--- config.mk ---
export PLATFORM = sky130hd
export DESIGN_NAME = i2c_slave_ram_port_flat
export DESIGN_NICKNAME = d
export VERILOG_FILES = /design/src/rtl/i2c_slave_ram_port_if.sv /design/src/rtl/i2c_slave_ram_port.sv /design/src/flat_wrapper.sv
export SDC_FILE = /design/constraint.sdc
export NUM_CORES = 1
export LEC_CHECK = 0
export ABC_AREA = 0
export CORE_MARGIN = 8
export CORE_UTILIZATION = 58
export DETAILED_ROUTE_END_ITERATION = 10
export PLACE_DENSITY = 0.95
export SKIP_LAST_GASP = 1
export SLEW_MARGIN = 20
export SYNTH_ARGS = -nofsm -noshare
export SYNTH_HDL_FRONTEND = slang
export SYNTH_SLANG_ARGS = --single-unit
export TNS_END_PERCENT = 50
--- constraint.sdc ---
create_clock -name clk -period 4.8 [get_ports clk]
set_input_delay 0.72 -clock clk [delete_from_list [all_inputs] [get_ports clk]]
set_output_delay 0.72 -clock clk [all_outputs]
set_load 0.02 [all_outputs]
--- src/rtl/i2c_slave_ram_port_if.sv ---
// ----------------------------------------------------------------------------
// i2c_slave_ram_port_if
//   Bundles the I2C pins and the two RAM ports of i2c_slave_ram_port.
//
//   Signals:
//     slaveAddr       7-bit bus address the slave answers to
//     scl_in, sda_in  raw (unsynchronised) I2C lines
//     sda_oe          1 = pull SDA low, 0 = release (open drain)
//     masterRAM_*     write port into the master RAM (address, data, strobe)
//     slaveRAM_RADD   read address into the slave RAM
//     slaveRAM_DOUT   slave RAM read data, valid 1 clk after RADD changes
//     busy            high from an address match until STOP or NACK
//
//   Handshake: there is no valid/ready pair. masterRAM_W is a one-clk strobe
//   that qualifies masterRAM_WADD/masterRAM_DIN in the same clk; the RAM
//   must accept every strobe. The slave RAM read port has no enable: the
//   engine holds slaveRAM_RADD and samples slaveRAM_DOUT two clks later.
//
//   Modports: slave = protocol engine side, master = environment side.
// ----------------------------------------------------------------------------
interface i2c_slave_ram_port_if;
    logic [6:0] slaveAddr;
    logic       scl_in;
    logic       sda_in;
    logic       sda_oe;
    logic [4:0] masterRAM_WADD;
    logic [7:0] masterRAM_DIN;
    logic       masterRAM_W;
    logic [4:0] slaveRAM_RADD;
    logic [7:0] slaveRAM_DOUT;
    logic       busy;

    modport slave (
        input  slaveAddr, scl_in, sda_in, slaveRAM_DOUT,
        output sda_oe, masterRAM_WADD, masterRAM_DIN, masterRAM_W,
               slaveRAM_RADD, busy
    );

    modport master (
        output slaveAddr, scl_in, sda_in, slaveRAM_DOUT,
        input  sda_oe, masterRAM_WADD, masterRAM_DIN, masterRAM_W,
               slaveRAM_RADD, busy
    );
endinterface

--- src/rtl/i2c_slave_ram_port.sv ---
// ----------------------------------------------------------------------------
// i2c_slave_ram_port
//   I2C slave protocol engine. Bytes written by the bus master go to the
//   master RAM write port; bytes read by the bus master come from the slave
//   RAM read port. A persistent 5-bit auto-incrementing pointer addresses
//   both RAMs; the first byte of every write transfer reloads it.
//
//   Ports:
//     clk      system clock, at least 10x SCL
//     reset_n  asynchronous active-low reset
//     bus      i2c_slave_ram_port_if.slave (pins + RAM ports)
//     state_o  FSM state for observation:
//              0 IDLE, 1 ADDR, 2 ADDR_ACK, 3 WR_DATA, 4 WR_ACK,
//              5 RD_LOAD, 6 RD_DATA, 7 RD_ACK, 8 WAIT_STOP
//     ptr_o    current RAM pointer
// ----------------------------------------------------------------------------
module i2c_slave_ram_port #(
    parameter int SYNC_STAGES = 2
) (
    input  logic                       clk,
    input  logic                       reset_n,
    i2c_slave_ram_port_if.slave        bus,
    output logic [3:0]                 state_o,
    output logic [4:0]                 ptr_o
);
    typedef enum logic [3:0] {
        IDLE = 4'd0, ADDR = 4'd1, ADDR_ACK = 4'd2, WR_DATA = 4'd3, WR_ACK = 4'd4,
        RD_LOAD = 4'd5, RD_DATA = 4'd6, RD_ACK = 4'd7, WAIT_STOP = 4'd8
    } state_t;

    localparam int NS = (SYNC_STAGES < 2) ? 2 : SYNC_STAGES;

    // ---------------- synchronisers and event detection ----------------
    // Reset to 1 (idle bus) so leaving reset never fakes a START or STOP.
    logic [NS-1:0] scl_sync_q, sda_sync_q;
    logic          scl_prev_q, sda_prev_q;
    logic          scl_s, sda_s, scl_rise, scl_fall, start_ev, stop_ev;

    always_ff @(posedge clk or negedge reset_n) begin
        if (!reset_n) begin
            scl_sync_q <= '1;
            sda_sync_q <= '1;
            scl_prev_q <= 1'b1;
            sda_prev_q <= 1'b1;
        end else begin
            scl_sync_q <= {scl_sync_q[NS-2:0], bus.scl_in};
            sda_sync_q <= {sda_sync_q[NS-2:0], bus.sda_in};
            scl_prev_q <= scl_sync_q[NS-1];
            sda_prev_q <= sda_sync_q[NS-1];
        end
    end

    assign scl_s    = scl_sync_q[NS-1];
    assign sda_s    = sda_sync_q[NS-1];
    assign scl_rise = scl_s & ~scl_prev_q;
    assign scl_fall = ~scl_s & scl_prev_q;
    assign start_ev = scl_s & sda_prev_q & ~sda_s;
    assign stop_ev  = scl_s & ~sda_prev_q & sda_s;

    // ---------------- state and datapath registers ----------------
    state_t      state_q, state_d;
    logic [3:0]  bit_cnt_q, bit_cnt_d;
    logic [7:0]  shift_q, shift_d;
    logic        rw_q, rw_d;
    logic        first_q, first_d;      // next write byte is the pointer byte
    logic [4:0]  ptr_q, ptr_d;
    logic        inc_pend_q, inc_pend_d; // bump ptr the clk after a RAM write
    logic        ld_cnt_q, ld_cnt_d;
    logic        sda_oe_q, sda_oe_d;
    logic        busy_q, busy_d;
    logic [4:0]  wadd_q, wadd_d;
    logic [7:0]  din_q, din_d;
    logic        w_q, w_d;
    logic [4:0]  radd_q, radd_d;
    logic        addr_match;

    assign addr_match = (shift_q[7:1] == bus.slaveAddr);

    always_ff @(posedge clk or negedge reset_n) begin
        if (!reset_n) begin
            state_q    <= IDLE;
            bit_cnt_q  <= '0;
            shift_q    <= '0;
            rw_q       <= 1'b0;
            first_q    <= 1'b0;
            ptr_q      <= '0;
            inc_pend_q <= 1'b0;
            ld_cnt_q   <= 1'b0;
            sda_oe_q   <= 1'b0;
            busy_q     <= 1'b0;
            wadd_q     <= '0;
            din_q      <= '0;
            w_q        <= 1'b0;
            radd_q     <= '0;
        end else begin
            state_q    <= state_d;
            bit_cnt_q  <= bit_cnt_d;
            shift_q    <= shift_d;
            rw_q       <= rw_d;
            first_q    <= first_d;
            ptr_q      <= ptr_d;
            inc_pend_q <= inc_pend_d;
            ld_cnt_q   <= ld_cnt_d;
            sda_oe_q   <= sda_oe_d;
            busy_q     <= busy_d;
            wadd_q     <= wadd_d;
            din_q      <= din_d;
            w_q        <= w_d;
            radd_q     <= radd_d;
        end
    end

    // ---------------- next state ----------------
    // STOP beats START, and both beat any SCL edge in the same clk.
    always_comb begin
        state_d = state_q;
        if (stop_ev) begin
            state_d = IDLE;
        end else if (start_ev) begin
            state_d = ADDR;
        end else begin
            case (state_q)
                ADDR:     if (scl_fall && bit_cnt_q == 4'd8)
                              state_d = addr_match ? ADDR_ACK : WAIT_STOP;
                ADDR_ACK: if (rw_q && scl_rise)       state_d = RD_LOAD;
                          else if (!rw_q && scl_fall) state_d = WR_DATA;
                WR_DATA:  if (scl_fall && bit_cnt_q == 4'd8) state_d = WR_ACK;
                WR_ACK:   if (scl_fall) state_d = WR_DATA;
                RD_LOAD:  if (ld_cnt_q) state_d = RD_DATA;
                RD_DATA:  if (scl_fall && bit_cnt_q == 4'd8) state_d = RD_ACK;
                RD_ACK:   if (scl_rise) state_d = sda_s ? WAIT_STOP : RD_LOAD;
                IDLE, WAIT_STOP: state_d = state_q;
                default:  state_d = IDLE;
            endcase
        end
    end

    // ---------------- datapath / outputs ----------------
    always_comb begin
        bit_cnt_d  = bit_cnt_q;
        shift_d    = shift_q;
        rw_d       = rw_q;
        first_d    = first_q;
        ptr_d      = inc_pend_q ? ptr_q + 5'd1 : ptr_q;
        inc_pend_d = 1'b0;
        ld_cnt_d   = 1'b0;
        sda_oe_d   = sda_oe_q;
        busy_d     = busy_q;
        wadd_d     = wadd_q;
        din_d      = din_q;
        w_d        = 1'b0;
        radd_d     = radd_q;
        if (stop_ev) begin
            sda_oe_d  = 1'b0;
            busy_d    = 1'b0;
            bit_cnt_d = '0;
        end else if (start_ev) begin
            sda_oe_d  = 1'b0;
            bit_cnt_d = '0;
        end else begin
            case (state_q)
                ADDR: begin
                    if (scl_rise && bit_cnt_q != 4'd8) begin
                        shift_d   = {shift_q[6:0], sda_s};
                        bit_cnt_d = bit_cnt_q + 4'd1;
                    end else if (scl_fall && bit_cnt_q == 4'd8) begin
                        bit_cnt_d = '0;
                        sda_oe_d  = addr_match;
                        busy_d    = addr_match;
                        if (addr_match) rw_d = shift_q[0];
                    end
                end
                ADDR_ACK: begin
                    if (rw_q && scl_rise) begin
                        radd_d = ptr_q;             // prefetch inside the ACK clock
                    end else if (!rw_q && scl_fall) begin
                        sda_oe_d  = 1'b0;
                        first_d   = 1'b1;
                        bit_cnt_d = '0;
                    end
                end
                WR_DATA: begin
                    if (scl_rise && bit_cnt_q != 4'd8) begin
                        shift_d   = {shift_q[6:0], sda_s};
                        bit_cnt_d = bit_cnt_q + 4'd1;
                        if (bit_cnt_q == 4'd7) begin
                            if (first_q) begin
                                ptr_d   = {shift_q[3:0], sda_s};
                                first_d = 1'b0;
                            end else begin
                                wadd_d     = ptr_q;
                                din_d      = {shift_q[6:0], sda_s};
                                w_d        = 1'b1;
                                inc_pend_d = 1'b1;
                            end
                        end
                    end else if (scl_fall && bit_cnt_q == 4'd8) begin
                        sda_oe_d  = 1'b1;           // data bytes are always ACKed
                        bit_cnt_d = '0;
                    end
                end
                WR_ACK: if (scl_fall) sda_oe_d = 1'b0;
                RD_LOAD: begin
                    bit_cnt_d = '0;
                    if (!ld_cnt_q) ld_cnt_d = 1'b1;
                    else           shift_d  = bus.slaveRAM_DOUT;
                end
                RD_DATA: begin
                    if (scl_fall) begin
                        if (bit_cnt_q != 4'd8) begin
                            sda_oe_d  = ~shift_q[7];
                            shift_d   = {shift_q[6:0], 1'b0};
                            bit_cnt_d = bit_cnt_q + 4'd1;
                        end else begin
                            sda_oe_d = 1'b0;        // let the master drive ACK/NACK
                        end
                    end
                end
                RD_ACK: begin
                    if (scl_rise) begin
                        ptr_d = ptr_q + 5'd1;
                        if (!sda_s) radd_d = ptr_q + 5'd1;
                        else        busy_d = 1'b0;
                    end
                end
                IDLE, WAIT_STOP: sda_oe_d = 1'b0;
                default: sda_oe_d = 1'b0;
            endcase
        end
    end

    assign bus.sda_oe         = sda_oe_q;
    assign bus.busy           = busy_q;
    assign bus.masterRAM_WADD = wadd_q;
    assign bus.masterRAM_DIN  = din_q;
    assign bus.masterRAM_W    = w_q;
    assign bus.slaveRAM_RADD  = radd_q;
    assign state_o            = state_q;
    assign ptr_o              = ptr_q;
endmodule

--- src/flat_wrapper.sv ---
// flat-port wrapper written by rule: the top's interface ports become plain ports
module i2c_slave_ram_port_flat 
#(
    parameter int SYNC_STAGES = 2
)
  (clk, reset_n, state_o, ptr_o, bus_slaveAddr, bus_scl_in, bus_sda_in, bus_slaveRAM_DOUT, bus_sda_oe, bus_masterRAM_WADD, bus_masterRAM_DIN, bus_masterRAM_W, bus_slaveRAM_RADD, bus_busy);
  i2c_slave_ram_port_if bus_i ();
  input  logic clk;
  input  logic reset_n;
  output logic [3:0] state_o;
  output logic [4:0] ptr_o;
  input wire logic [$bits(bus_i.slaveAddr)-1:0] bus_slaveAddr;
  input wire logic [$bits(bus_i.scl_in)-1:0] bus_scl_in;
  input wire logic [$bits(bus_i.sda_in)-1:0] bus_sda_in;
  input wire logic [$bits(bus_i.slaveRAM_DOUT)-1:0] bus_slaveRAM_DOUT;
  output wire logic [$bits(bus_i.sda_oe)-1:0] bus_sda_oe;
  output wire logic [$bits(bus_i.masterRAM_WADD)-1:0] bus_masterRAM_WADD;
  output wire logic [$bits(bus_i.masterRAM_DIN)-1:0] bus_masterRAM_DIN;
  output wire logic [$bits(bus_i.masterRAM_W)-1:0] bus_masterRAM_W;
  output wire logic [$bits(bus_i.slaveRAM_RADD)-1:0] bus_slaveRAM_RADD;
  output wire logic [$bits(bus_i.busy)-1:0] bus_busy;
  assign bus_i.slaveAddr = bus_slaveAddr;
  assign bus_i.scl_in = bus_scl_in;
  assign bus_i.sda_in = bus_sda_in;
  assign bus_i.slaveRAM_DOUT = bus_slaveRAM_DOUT;
  assign bus_sda_oe = bus_i.sda_oe;
  assign bus_masterRAM_WADD = bus_i.masterRAM_WADD;
  assign bus_masterRAM_DIN = bus_i.masterRAM_DIN;
  assign bus_masterRAM_W = bus_i.masterRAM_W;
  assign bus_slaveRAM_RADD = bus_i.slaveRAM_RADD;
  assign bus_busy = bus_i.busy;
  i2c_slave_ram_port #(.SYNC_STAGES(SYNC_STAGES)) u_core (.clk(clk), .reset_n(reset_n), .bus(bus_i), .state_o(state_o), .ptr_o(ptr_o));
endmodule
== Word level (Yosys, flattened, before mapping) ==
Index checks and enable logic that the tools add are counted.

* Register bits: 51
* Output and inout port bits: 30

* $add $sub $neg: 2
* Eq/ne operators: 44
* Multiplexer cells: 71
* Bitwise logic cells: 15
* Reduce and logical (&&, ||, !) cells: 23

{| class="wikitable"
|+ Operator list
! cell !! count
|-
| 4-bit 2-to-1 mux || 20
|-
| 5-bit 2-to-1 mux || 10
|-
| 4-bit by 1-bit != test with 1-bit output, second input constant || 9
|-
| 8-bit 2-to-1 mux || 4
|-
| 4-bit case mux with 8 select lines || 1
|-
| 6-bit AND reduction || 5
|-
| 1-bit 2-to-1 mux || 29
|-
| 8-bit case mux with 3 select lines || 1
|-
| 4-bit by 3-bit == test with 1-bit output, second input constant || 5
|-
| 5-bit case mux with 2 select lines || 2
|-
| 2-bit by 1-bit != test with 1-bit output, second input constant || 9
|-
| 4-bit case mux with 4 select lines || 1
|-
| 3-bit by 1-bit != test with 1-bit output, second input constant || 5
|-
| 7-bit AND reduction || 2
|-
| 4-bit by 2-bit != test with 1-bit output, second input constant || 3
|-
| 5-bit by 1-bit != test with 1-bit output, second input constant || 2
|-
| 1-bit NOT || 9
|-
| 9-bit AND reduction || 1
|-
| 4-bit by 2-bit == test with 1-bit output, second input constant || 2
|-
| 4-bit == test, second input constant || 2
|-
| 8-bit AND reduction || 1
|-
| 7-bit == test || 1
|-
| 1-bit bitwise AND || 6
|-
| 2-bit != test, second input constant || 3
|-
| 14 further kinds || 22
|}

== Logic depth before layout (Yosys ltp) ==
Gate-level depths: netlist of run 1.

* Depth after elaboration: 8
* Mapped depth: 7
* Gate-level depth less buffers: 7

== Least setup slack after synthesis of run 1 ==
Ideal clock, no wire load.

* Kind: input -> register
* From: input bus_slaveAddr[1]
* To: register u_core.rw_q
* Library setup time: 0.125 ns
* Data arrival time: 1.963 ns
* Required time: 4.675 ns
* Path slack: 2.713 ns
* Cell stages on the path: 5
* Cell sequence: xnor2_1 nand4_1 or4_1 nor3_2 mux2_2

* Cells in the longest elaborated chain, start to end: 2

{| class="wikitable"
|+ Ends and longest elaborated chain
! element !! RTL line !! RTL
|-
| start: declaration || flat_wrapper.sv:12 || <nowiki>input wire logic [$bits(bus_i.slaveAddr)-1:0] bus_slaveAddr;</nowiki>
|-
| 7-bit == test || i2c_slave_ram_port.sv:77 || <nowiki>assign addr_match = (shift_q[7:1] == bus.slaveAddr);</nowiki>
|-
| 6-bit AND reduction (no line) || n/a ||
|-
| end signal: assignment || i2c_slave_ram_port.sv:99 || <nowiki>rw_q <= rw_d;</nowiki>
|-
| end: declaration || i2c_slave_ram_port.sv:64 || <nowiki>logic rw_q, rw_d;</nowiki>
|}

Every way passes these cells.
A chain may end at the register's enable or synchronous reset.

== Worst setup path in the final report of run 1 ==
* From: register u_core.state_q[0] (netlist: u_core.state_o[0])
* To: output state_o[0]

{| class="wikitable"
|+ RTL lines
! element !! RTL line !! RTL
|-
| start: declaration || i2c_slave_ram_port.sv:61 || <nowiki>state_t state_q, state_d;</nowiki>
|-
| start signal: assignment || i2c_slave_ram_port.sv:96 || <nowiki>state_q <= state_d;</nowiki>
|-
| end: declaration || flat_wrapper.sv:10 || <nowiki>output logic [3:0] state_o;</nowiki>
|}

No word-level cell between the ends.

==> metrics, run 1 <==
switching pwr=0.337 mW; vias in the first global route=2457; commonest non-fill, non-tap cells in the layout=clkdlybuf4s50_1, dfrtp_1, mux2_2; Remaining DRCs=0; DR WL met3=621 um; Final Hold Fails=0; Clock power frac=0.253; Die Y=88.4 um; crit end category=primary output; hold_ws=0.360 ns; largest net degree at the start of global routing=28; first-pass GRT wire length=11.7 mm; drt wl/cell=17.5 um; initial antenna violation count=0; sequential fraction of design power=0.533; worst-path cell with the longest stage delay=dfrtp_1; Metal-1 WL=2.94 mm; DIE AREA=0.00781 sq mm; post_cts resized=0; slew of the pin with the lowest slew margin=0.729 ns; Buf/Inv on CP=1; Placed Cells=393; worst setup slack after layout=2.20 ns; drt pass-1 iters=6; critical path type=flip-flop to primary output; H-tree depth=2; clock-pin transition on the worst setup and hold timing paths=0.10 ns; maximum clock path buffer count=2; Mapped Nets=312; Slew HR=0.513; EDFF count, synth=0; HP Class=flip-flop to flip-flop; register area share after synthesis=0.422; Initial Util=0.599; Sw Ratio=0.323; nets@finish=352; Netlist cell types=67; Comb pwr share=0.213; R2R Path Start=u_core.scl_sync_q[1]$_DFF_PN1_; GPL Wtd Cong=0.917; highest routed layer=met4; Setup Buffers After CTS=0; Syn. warnings=0; Root Buffer=clkbuf_8; crit path from=u_core.state_o[0]$_DFFE_PN0P_; layout cells sized above 1=0.202; Finished Layout Cells=401; status=completed; post-route clock period utilization=0.541; CP Data Required Time=4.08 ns; # hold bufs at CTS=0; Final Util=0.717; Largest stage delay, worst path=0.82 ns; worst skew pair latency=0.32 ns; total clock sinks=51; Via density=6.19; total wire length=7.02 mm; max-cap check violation count=0; routed wl met2=3.34 mm; hold_sp=u_core.scl_sync_q[0]$_DFF_PN1_; f_max=385 MHz; Final Skew=0.00858 ns; arrival time at the worst endpoint=1.88 ns; Iter 0 DRT Violations=319; Setup Slack @ Placement=2.15 ns; remaining global-route overflow=0; register bit total from synthesis=51; RSZ-0062 raised after global routing=false; setup violators final=0; number of nets with antenna violations after routing=0; die width=88.4 um; DR vias=2483; hpwl dp=5.01 mm; leakage=1.50 nW; critical path startpoint category=flip-flop; ys async rst share=1.00; Mapped Cells=290; Pwr per Cell Area=288 mW/mm^2; cell breakdown of the critical path=clkdlybuf4s50_1; biggest fanout along the worst timing path=26; Avg Inst Size Synth=10.5 sq um; # IOs=49; Setup TNS=0 ns; FP Rows=26; count of antenna diodes in the layout=0; Port-buffer cells=48; VDD IR max=0.240 mV; CTS buffer count=5; Internal=0.709 mW; CTS tree=yes; Largest delay share family, worst path=flip-flops; area delta synth->final=19.7%; gr usage total=0.191; commonest non-fill, non-tap cell in the layout=clkdlybuf4s50_1; count of pins over their slew limit=0; Post-Syn Area=0.00304 sq mm; core area=0.00507 sq mm; Most used DFF post-synth=dfrtp_1; post-layout min period=2.60 ns
[sequential cells by signal, indices dropped and copies added (netlist names), 2 cells and up]
| signal | cells |
|---|---|
| u_core.ptr_o | 5 |
| u_core.bus.slaveRAM_RADD | 5 |
| u_core.state_o | 4 |
| u_core.bus.masterRAM_WADD | 5 |
| u_core.scl_sync_q | 2 |
| u_core.sda_sync_q | 2 |
| u_core.bit_cnt_q | 4 |
| u_core.shift_q | 8 |
| u_core.bus.masterRAM_DIN | 8 |
[worst paths after layout]
check | to | slack (ns) | depth (start not counted)
min in group asynchronous | u_core.bus.masterRAM_DIN[3]$_DFFE_PN0P_ | 0.40 | 1
hold / removal | u_core.scl_sync_q[1]$_DFF_PN1_ | 0.36 | 0
setup / recovery | state_o[0] | 2.20 | 1
hold reg to reg | u_core.scl_sync_q[1]$_DFF_PN1_ | 0.36 | 0
setup reg to reg | u_core.shift_q[6]$_DFFE_PN0P_ | 2.29 | 5
max in group asynchronous | u_core.first_q$_DFFE_PN0P_ | 3.84 | 2
[cells in the mapped netlist (all sizes together) (3+ instances only)]
master / number / share of area
dfrtp: 45 / 0.37
mux2: 36 / 0.13
nand2: 23 / 0.028
nor2: 14 / 0.018
o21ai: 13 / 0.021
buf: 11 / 0.022
xnor2: 11 / 0.032
nand3: 10 / 0.016
a21oi: 9 / 0.015
nand2b: 9 / 0.021
nor2b: 9 / 0.019
o211ai: 7 / 0.017
xor2: 7 / 0.020
clkbuf: 6 / 0.0074
dfstp: 6 / 0.052
nand4: 6 / 0.014
inv: 5 / 0.0062
nor3: 4 / 0.0082
nor4: 4 / 0.015
a22oi: 3 / 0.0074
ha: 3 / 0.012
mux2i: 3 / 0.0099
nand3b: 3 / 0.0074
o2111ai: 3 / 0.0086
o21bai: 3 / 0.0074
[kinds of logic after synthesis]
kind of cell	count (synthesis)	synth area share
AO/OA/AOI/OAI	63	0.154
XOR/XNOR	18	0.0519
adder cells (fa/ha/maj)	3	0.0124
buffers and inverters	22	0.0354
flip-flops	51	0.422
multiplexers	39	0.143
AND/OR/NAND/NOR	94	0.180
[final cells by class]
cell class	count	area, sq um
multi-input cells	217	1650
fillers	371	1440
flip-flops and latches	51	1280
repair buffers	50	503
well taps	70	87.6
clock buffers	5	68.8
clock inverters	3	27.5
inverters	5	18.8
[power by group through the flow]
stage	combinational (mW)	clock [mW]	sequential, mW
global placement	0.214	0	0.563
floorplan	0.176	0	0.533
detailed placement	0.223	0	0.565
global route	0.244	0.284	0.568
finish	0.223	0.265	0.558
CTS	0.225	0.268	0.556
[stage by stage]
step	total power, mW	area [sq um]
4_1_cts	1.05	3640
6_report	1.05	3640
5_1_grt	1.10	3640
3_3_place_gp	0.777	3520
3_5_place_dp	0.788	3540
2_1_floorplan	0.710	3040
[routing by layer]
layer / vias up / GRT usage
met5: - / 0
met4: 0 / 0.0676
met3: 11 / 0.0483
met2: 136 / 0.310
met1: 1191 / 0.239
li1: 1145 / -
Note: power is estimated with default switching activity, not from simulation.
==> run 2, diff against run 1 <==
--- a/config.mk
+++ b/config.mk
@@ -7,9 +7,9 @@
 export LEC_CHECK = 0
 export ABC_AREA = 0
 export CORE_MARGIN = 8
-export CORE_UTILIZATION = 58
+export CORE_UTILIZATION = 54
 export DETAILED_ROUTE_END_ITERATION = 10
-export PLACE_DENSITY = 0.95
+export PLACE_DENSITY = 0.91
 export SKIP_LAST_GASP = 1
 export SLEW_MARGIN = 20
 export SYNTH_ARGS = -nofsm -noshare
==> constraint.sdc (replaced) <==
create_clock -name clk -period 2.4 [get_ports clk]
set_input_delay 0.36 -clock clk [delete_from_list [all_inputs] [get_ports clk]]
set_output_delay 0.36 -clock clk [all_outputs]
set_load 0.02 [all_outputs]
==> run 2 against run 1 <==
  * Hold slack got worse by 0.34 ns
  * Largest cell class unchanged
  * Sequential power increased by 95%
  * Wire length increased by 13%
  * Highest routed layer unchanged
==> metrics, run 2 (synthesis gave the netlist of run 1 again) <==
drt pass-1 iters=5 (-1); CTS buffer count=5 (unchanged); commonest non-fill, non-tap cells in the layout=clkdlybuf4s50_1, dfrtp_1, mux2_2; filler cell count=430 (+16%); CP Data Required Time=2.59 ns (-1.49 ns); total clock sinks=51 (unchanged); Initial Util=0.555 (-0.0435); worst skew pair latency=0.31 ns (about the same); Power, Total=2.18 mW (+110%); area delta synth->final=24.6%; worst-path cell with the longest stage delay=dfrtp_1; Pwr per Cell Area=575 mW/mm^2 (+100%); drt wl/cell=18.8 um (+7.6%); initial antenna violation count=0 (unchanged); Largest delay share family, worst path=simple AND/OR/NAND/NOR gates; total wire length=7.94 mm (+13%); hold_ws=0.0171 ns (-0.343 ns); H-tree depth=2 (unchanged); layout cells sized above 1=0.246 (+0.0433); critical path startpoint category=flip-flop; routed wl met2=4.02 mm (+20%); Register Area=0.00128 sq mm (unchanged); Largest stage delay, worst path=0.42 ns (-0.40 ns); die width=91.0 um (+3.0%); Root Buffer=clkbuf_8; crit end category=flip-flop; GPL Wtd Cong=1.01 (+9.9%); slew of the pin with the lowest slew margin=0.683 ns (-0.0452 ns); clock-pin transition on the worst setup and hold timing paths=0.10 ns (about the same); DR WL met3=536 um (-14%); Final Skew=0.0110 ns (+0.00239 ns); number of nets with antenna violations after routing=0 (unchanged); Iter 0 DRT Violations=275 (-14%); # IOs=49 (unchanged); setup violators final=0 (unchanged); core area=0.00547 sq mm (+7.8%); Metal-1 WL=3.28 mm (+11%); gr usage total=0.193 (+0.00187); RSZ-0062 raised after global routing=false; Setup TNS=0 ns (unchanged); maximum clock path buffer count=2 (unchanged); largest net degree at the start of global routing=25 (-11%); count of antenna diodes in the layout=0 (unchanged); post-route clock period utilization=0.945; post-layout min period=2.27 ns; VDD IR max=0.405 mV (+69%); HP Class=primary input to asynchronous set/reset pin; nets@finish=371 (+5.4%); Buf/Inv on CP=2 (+1); count of pins over their slew limit=0 (unchanged); R2R Setup Slk=0.13 ns (-2.16 ns); status=completed; multi-input logic area=0.00165 sq mm (+0.30%); DIE AREA=0.00828 sq mm (+6.1%); arrival time at the worst endpoint=2.46 ns (+0.58 ns); leakage=1.60 nW (+6.6%); commonest non-fill, non-tap cell in the layout=clkdlybuf4s50_1; max-cap check violation count=0 (unchanged); Remaining DRCs=0 (unchanged); Die Y=91.0 um (+3.0%); highest routed layer=met4; cell breakdown of the critical path=inv_1 -> ha_1 -> and3b_1 -> o32a_1 -> nor4_4 -> buf_4 -> mux2_2; # hold bufs at CTS=0 (unchanged); biggest fanout along the worst timing path=8 (-69%); Slew HR=0.538 (+0.0250); Via density=6.17 (-0.35%); critical path type=flip-flop to flip-flop; vias in the first global route=2667 (+8.5%); f_max=441 MHz; hpwl dp=5.86 mm (+17%); first-pass GRT wire length=13.3 mm (+13%); CTS tree=yes; Port-buffer cells=48 (unchanged); DR vias=2604 (+4.9%); Final Util=0.692 (-0.0249); FP Rows=27 (+3.8%); remaining global-route overflow=0 (unchanged); Final Hold Fails=0 (unchanged)
run 2: cell count changes in the layout (fill, tap and decap cells not counted):
| cell | before | now |
|---|---|---|
| buf_4 | 1 | 20 |
| clkbuf_1 | 0 | 1 |
| clkbuf_8 | 5 | 6 |
| clkinvlp_4 | 1 | 0 |
| inv_8 | 1 | 0 |
| nor3b_1 | 2 | 1 |
| nor3b_2 | 0 | 1 |
run 2: where the power goes:
part	internal, mW	switching, mW
logic	0.300	0.246
clock network	0.237	0.301
registers	0.947	0.146
run 2: routing by layer:
layer,track usage,vias up
li1,-,1188
met1,0.245,1278
met2,0.326,125
met3,0.0329,13
met4,0.0573,0
met5,0,-
run 2: cell type report:
cell class              count  area share
multi-input cells         217       0.437
flip-flops and latches     51       0.339
repair buffers             69       0.171
well taps                  72      0.0238
clock buffers               7      0.0228
inverters                   5     0.00496
clock inverters             1     0.00231
run 2: final timing paths:
check / from / endpoint / cells after the start
setup reg to reg: u_core.bit_cnt_q[0]$_DFFE_PN0P_ / u_core.shift_q[5]$_DFFE_PN0P_ / 7
setup / recovery: u_core.bit_cnt_q[0]$_DFFE_PN0P_ / u_core.shift_q[5]$_DFFE_PN0P_ / 7
max in group asynchronous: reset_n / u_core.scl_prev_q$_DFF_PN1_ / 2
hold / removal: reset_n / u_core.ld_cnt_q$_DFF_PN0_ / 1
min in group clk: u_core.scl_sync_q[0]$_DFF_PN1_ / u_core.scl_sync_q[1]$_DFF_PN1_ / 0
hold reg to reg: u_core.scl_sync_q[0]$_DFF_PN1_ / u_core.scl_sync_q[1]$_DFF_PN1_ / 0
run 2: timing repair:
action	4_1_cts	5_1_grt
endpoints found under the hold margin	0	0
setup buffers	0	1
setup endpoints to repair	0	7
gates resized for setup	0	1
run 2: metrics by stage:
| step | instance area, sq um | worst slack [ns] | instances |
|---|---|---|---|
| after global placement | 3680 | 0.150 | 413 |
| after detailed placement | 3680 | 0.0652 | 413 |
| after floorplan | 3040 | 0.372 | 290 |
| after global routing | 3790 | 0.0304 | 422 |
| after CTS | 3770 | 0.113 | 421 |
| final | 3790 | 0.131 | 422 |
==> run 3, diff against run 2 <==
--- a/config.mk
+++ b/config.mk
@@ -9,7 +9,7 @@
 export CORE_MARGIN = 8
 export CORE_UTILIZATION = 54
 export DETAILED_ROUTE_END_ITERATION = 10
-export PLACE_DENSITY = 0.91
+export PLACE_DENSITY = 0.88
 export SKIP_LAST_GASP = 1
 export SLEW_MARGIN = 20
 export SYNTH_ARGS = -nofsm -noshare
==> run 3 against run 2 <==
  * Clock skew grew 0.0011 ns
  * Sequential share of layout area grew 0.31 points
  * Wire length shrank 1.9%
  * Highest routed layer unchanged
==> metrics, run 3 (synthesis gave the netlist of run 1 again) <==
VDD IR max=0.421 mV (+3.9%); number of nets with antenna violations after routing=0 (unchanged); total clock sinks=51 (unchanged); Pwr per Cell Area=573 mW/mm^2 (-0.39%); biggest fanout along the worst timing path=17 (+9); drt wl/cell=18.6 um (-1.2%); layout cells sized above 1=0.236 (-0.00940); critical path startpoint category=flip-flop; first-pass GRT wire length=12.9 mm (-2.5%); vias in the first global route=2621 (-1.7%); die width=91.0 um (unchanged); worst skew pair latency=0.32 ns (about the same); worst-path cell with the longest stage delay=dfrtp_1; Via density=6.15 (-0.37%); Largest stage delay, worst path=0.60 ns (+0.18 ns); HP Class=flip-flop to flip-flop; WHS Endpoint=u_core.sda_sync_q[1]$_DFF_PN1_; area delta synth->final=23.5%; crit end category=flip-flop; R2R Path Start=u_core.state_o[2]$_DFFE_PN0P_; status=completed; Placed Cells=410 (-0.73%); commonest non-fill, non-tap cell in the layout=clkdlybuf4s50_1; filler cell count=441 (+2.6%); core area=0.00547 sq mm (unchanged); DR vias=2576 (-1.1%); total wire length=7.79 mm (-1.9%); initial antenna violation count=0 (unchanged); Finished Layout Cells=419 (-0.71%); DIE AREA=0.00828 sq mm (unchanged); post-route clock period utilization=0.939 (-0.00671); max-cap check violation count=0 (unchanged); CTS buffer count=5 (unchanged); slew of the pin with the lowest slew margin=0.594 ns (-0.0888 ns); GPL Wtd Cong=0.889 (-12%); clock-pin transition on the worst setup and hold timing paths=0.10 ns (about the same); largest net degree at the start of global routing=22 (-12%); leakage=1.58 nW (-1.0%); Final Hold Fails=0 (unchanged); nets@finish=369 (-0.54%); RSZ-0062 raised after global routing=false; CP Data Required Time=2.61 ns (+0.02 ns); Root Buffer=clkbuf_8; post_cts resized=0 (unchanged); worst hold stages=0; drt pass-1 iters=7 (+2); R2R Setup Slk=0.15 ns (+0.02 ns); critical path type=flip-flop to flip-flop; Register-to-Register Path Depth=6 (-1); Iter 0 DRT Violations=295 (+7.3%); count of pins over their slew limit=0 (unchanged); Setup TNS=0 ns (unchanged); CTS tree=yes; Port-buffer cells=48 (unchanged); setup violators final=0 (unchanged); worst r2r dst=u_core.state_o[0]$_DFFE_PN0P_; H-tree depth=2 (unchanged); post-layout min period=2.25 ns (-0.0161 ns); cell breakdown of the critical path=buf_4 -> or3b_4 -> a2111oi_4 -> a221o_2 -> o21ai_0 -> mux2_2; Die Y=91.0 um (unchanged); Final Skew=0.0120 ns (+0.00107 ns); maximum clock path buffer count=2 (unchanged); hold_sp=u_core.sda_sync_q[0]$_DFF_PN1_; FP Rows=27 (unchanged); commonest non-fill, non-tap cells in the layout=clkdlybuf4s50_1, dfrtp_1, mux2_2; Slew HR=0.604 (+0.0654); Register Area=0.00128 sq mm (unchanged); gr usage total=0.191 (-0.00180); multi-input logic area=0.00165 sq mm (-0.30%); count of antenna diodes in the layout=0 (unchanged); remaining global-route overflow=0 (unchanged); Initial Util=0.555 (unchanged); arrival time at the worst endpoint=2.47 ns (about the same); # IOs=49 (unchanged); hpwl dp=5.70 mm (-2.7%); Remaining DRCs=0 (unchanged); hold_ws=0.360 ns (+0.343 ns); f_max=444 MHz (+0.72%)
==> run 3: how the worst max path moves through the flow <==
stage / from / end / slack, ns / depth (start not counted)
5_1_grt: u_core.state_o[2]$_DFFE_PN0P_ / u_core.state_o[0]$_DFFE_PN0P_ / 0.06 / 6
4_1_cts: u_core.bit_cnt_q[0]$_DFFE_PN0P_ / u_core.shift_q[6]$_DFFE_PN0P_ / 0.11 / 6
6_report: u_core.state_o[2]$_DFFE_PN0P_ / u_core.state_o[0]$_DFFE_PN0P_ / 0.15 / 6
3_3_place_gp: bus_slaveAddr[1] / u_core.rw_q$_DFFE_PN0P_ / 0.14 / 6
3_5_place_dp: bus_slaveAddr[2] / u_core.rw_q$_DFFE_PN0P_ / 0.04 / 6
2_1_floorplan: u_core.bit_cnt_q[0]$_DFFE_PN0P_ / u_core.shift_q[0]$_DFFE_PN0P_ / 0.37 / 6
==> run 3: final cells by class <==
type | count | area share
inverter | 5 | 0.00500
multi-input combinational | 217 | 0.439
clock buffer | 6 | 0.0220
timing repair buffer | 67 | 0.165
clock inverter | 1 | 0.00233
tap | 72 | 0.0240
sequential | 51 | 0.342
==> run 3: routing by layer <==
layer	share of wire	global-route usage	vias to the layer above
li1	-	-	1184
met1	0.44	0.248	1276
met2	0.48	0.290	100
met3	0.059	0.0444	16
met4	0.023	0.0955	0
met5	0	0	-
==> run 3: critical path: cells and delay by family, from the launching register on <==
family	cells	cell delay, ns
AO/OA/AOI/OAI	3	0.62
buffers and inverters	1	0.26
flip-flops	1	0.60
multiplexers	1	0.27
AND/OR/NAND/NOR	1	0.40
==> run 3: metrics by stage <==
step | utilization | cell area (sq um) | setup WS [ns] | power [mW]
after global placement | 0.666 | 3640 | 0.138 | 1.60
after global routing | 0.686 | 3750 | 0.0616 | 2.24
after detailed placement | 0.666 | 3640 | 0.0383 | 1.62
after CTS | 0.684 | 3740 | 0.112 | 2.15
after floorplan | - | 3040 | 0.372 | 1.42
final | 0.686 | 3750 | 0.148 | 2.15
==> run 3: power breakdown <==
part           internal [mW]  leakage, nW  switching, mW
logic                  0.286        0.855          0.232
registers              0.946        0.678          0.150
clock network          0.233       0.0477          0.302
==> run 3: repair_timing <==
| action | CTS | global route |
|---|---|---|
| endpoints found under the setup margin | 0 | 8 |
| hold endpoints to repair | 13 | 0 |
| hold buffers | 1 | 0 |
| setup buffers | 0 | 1 |
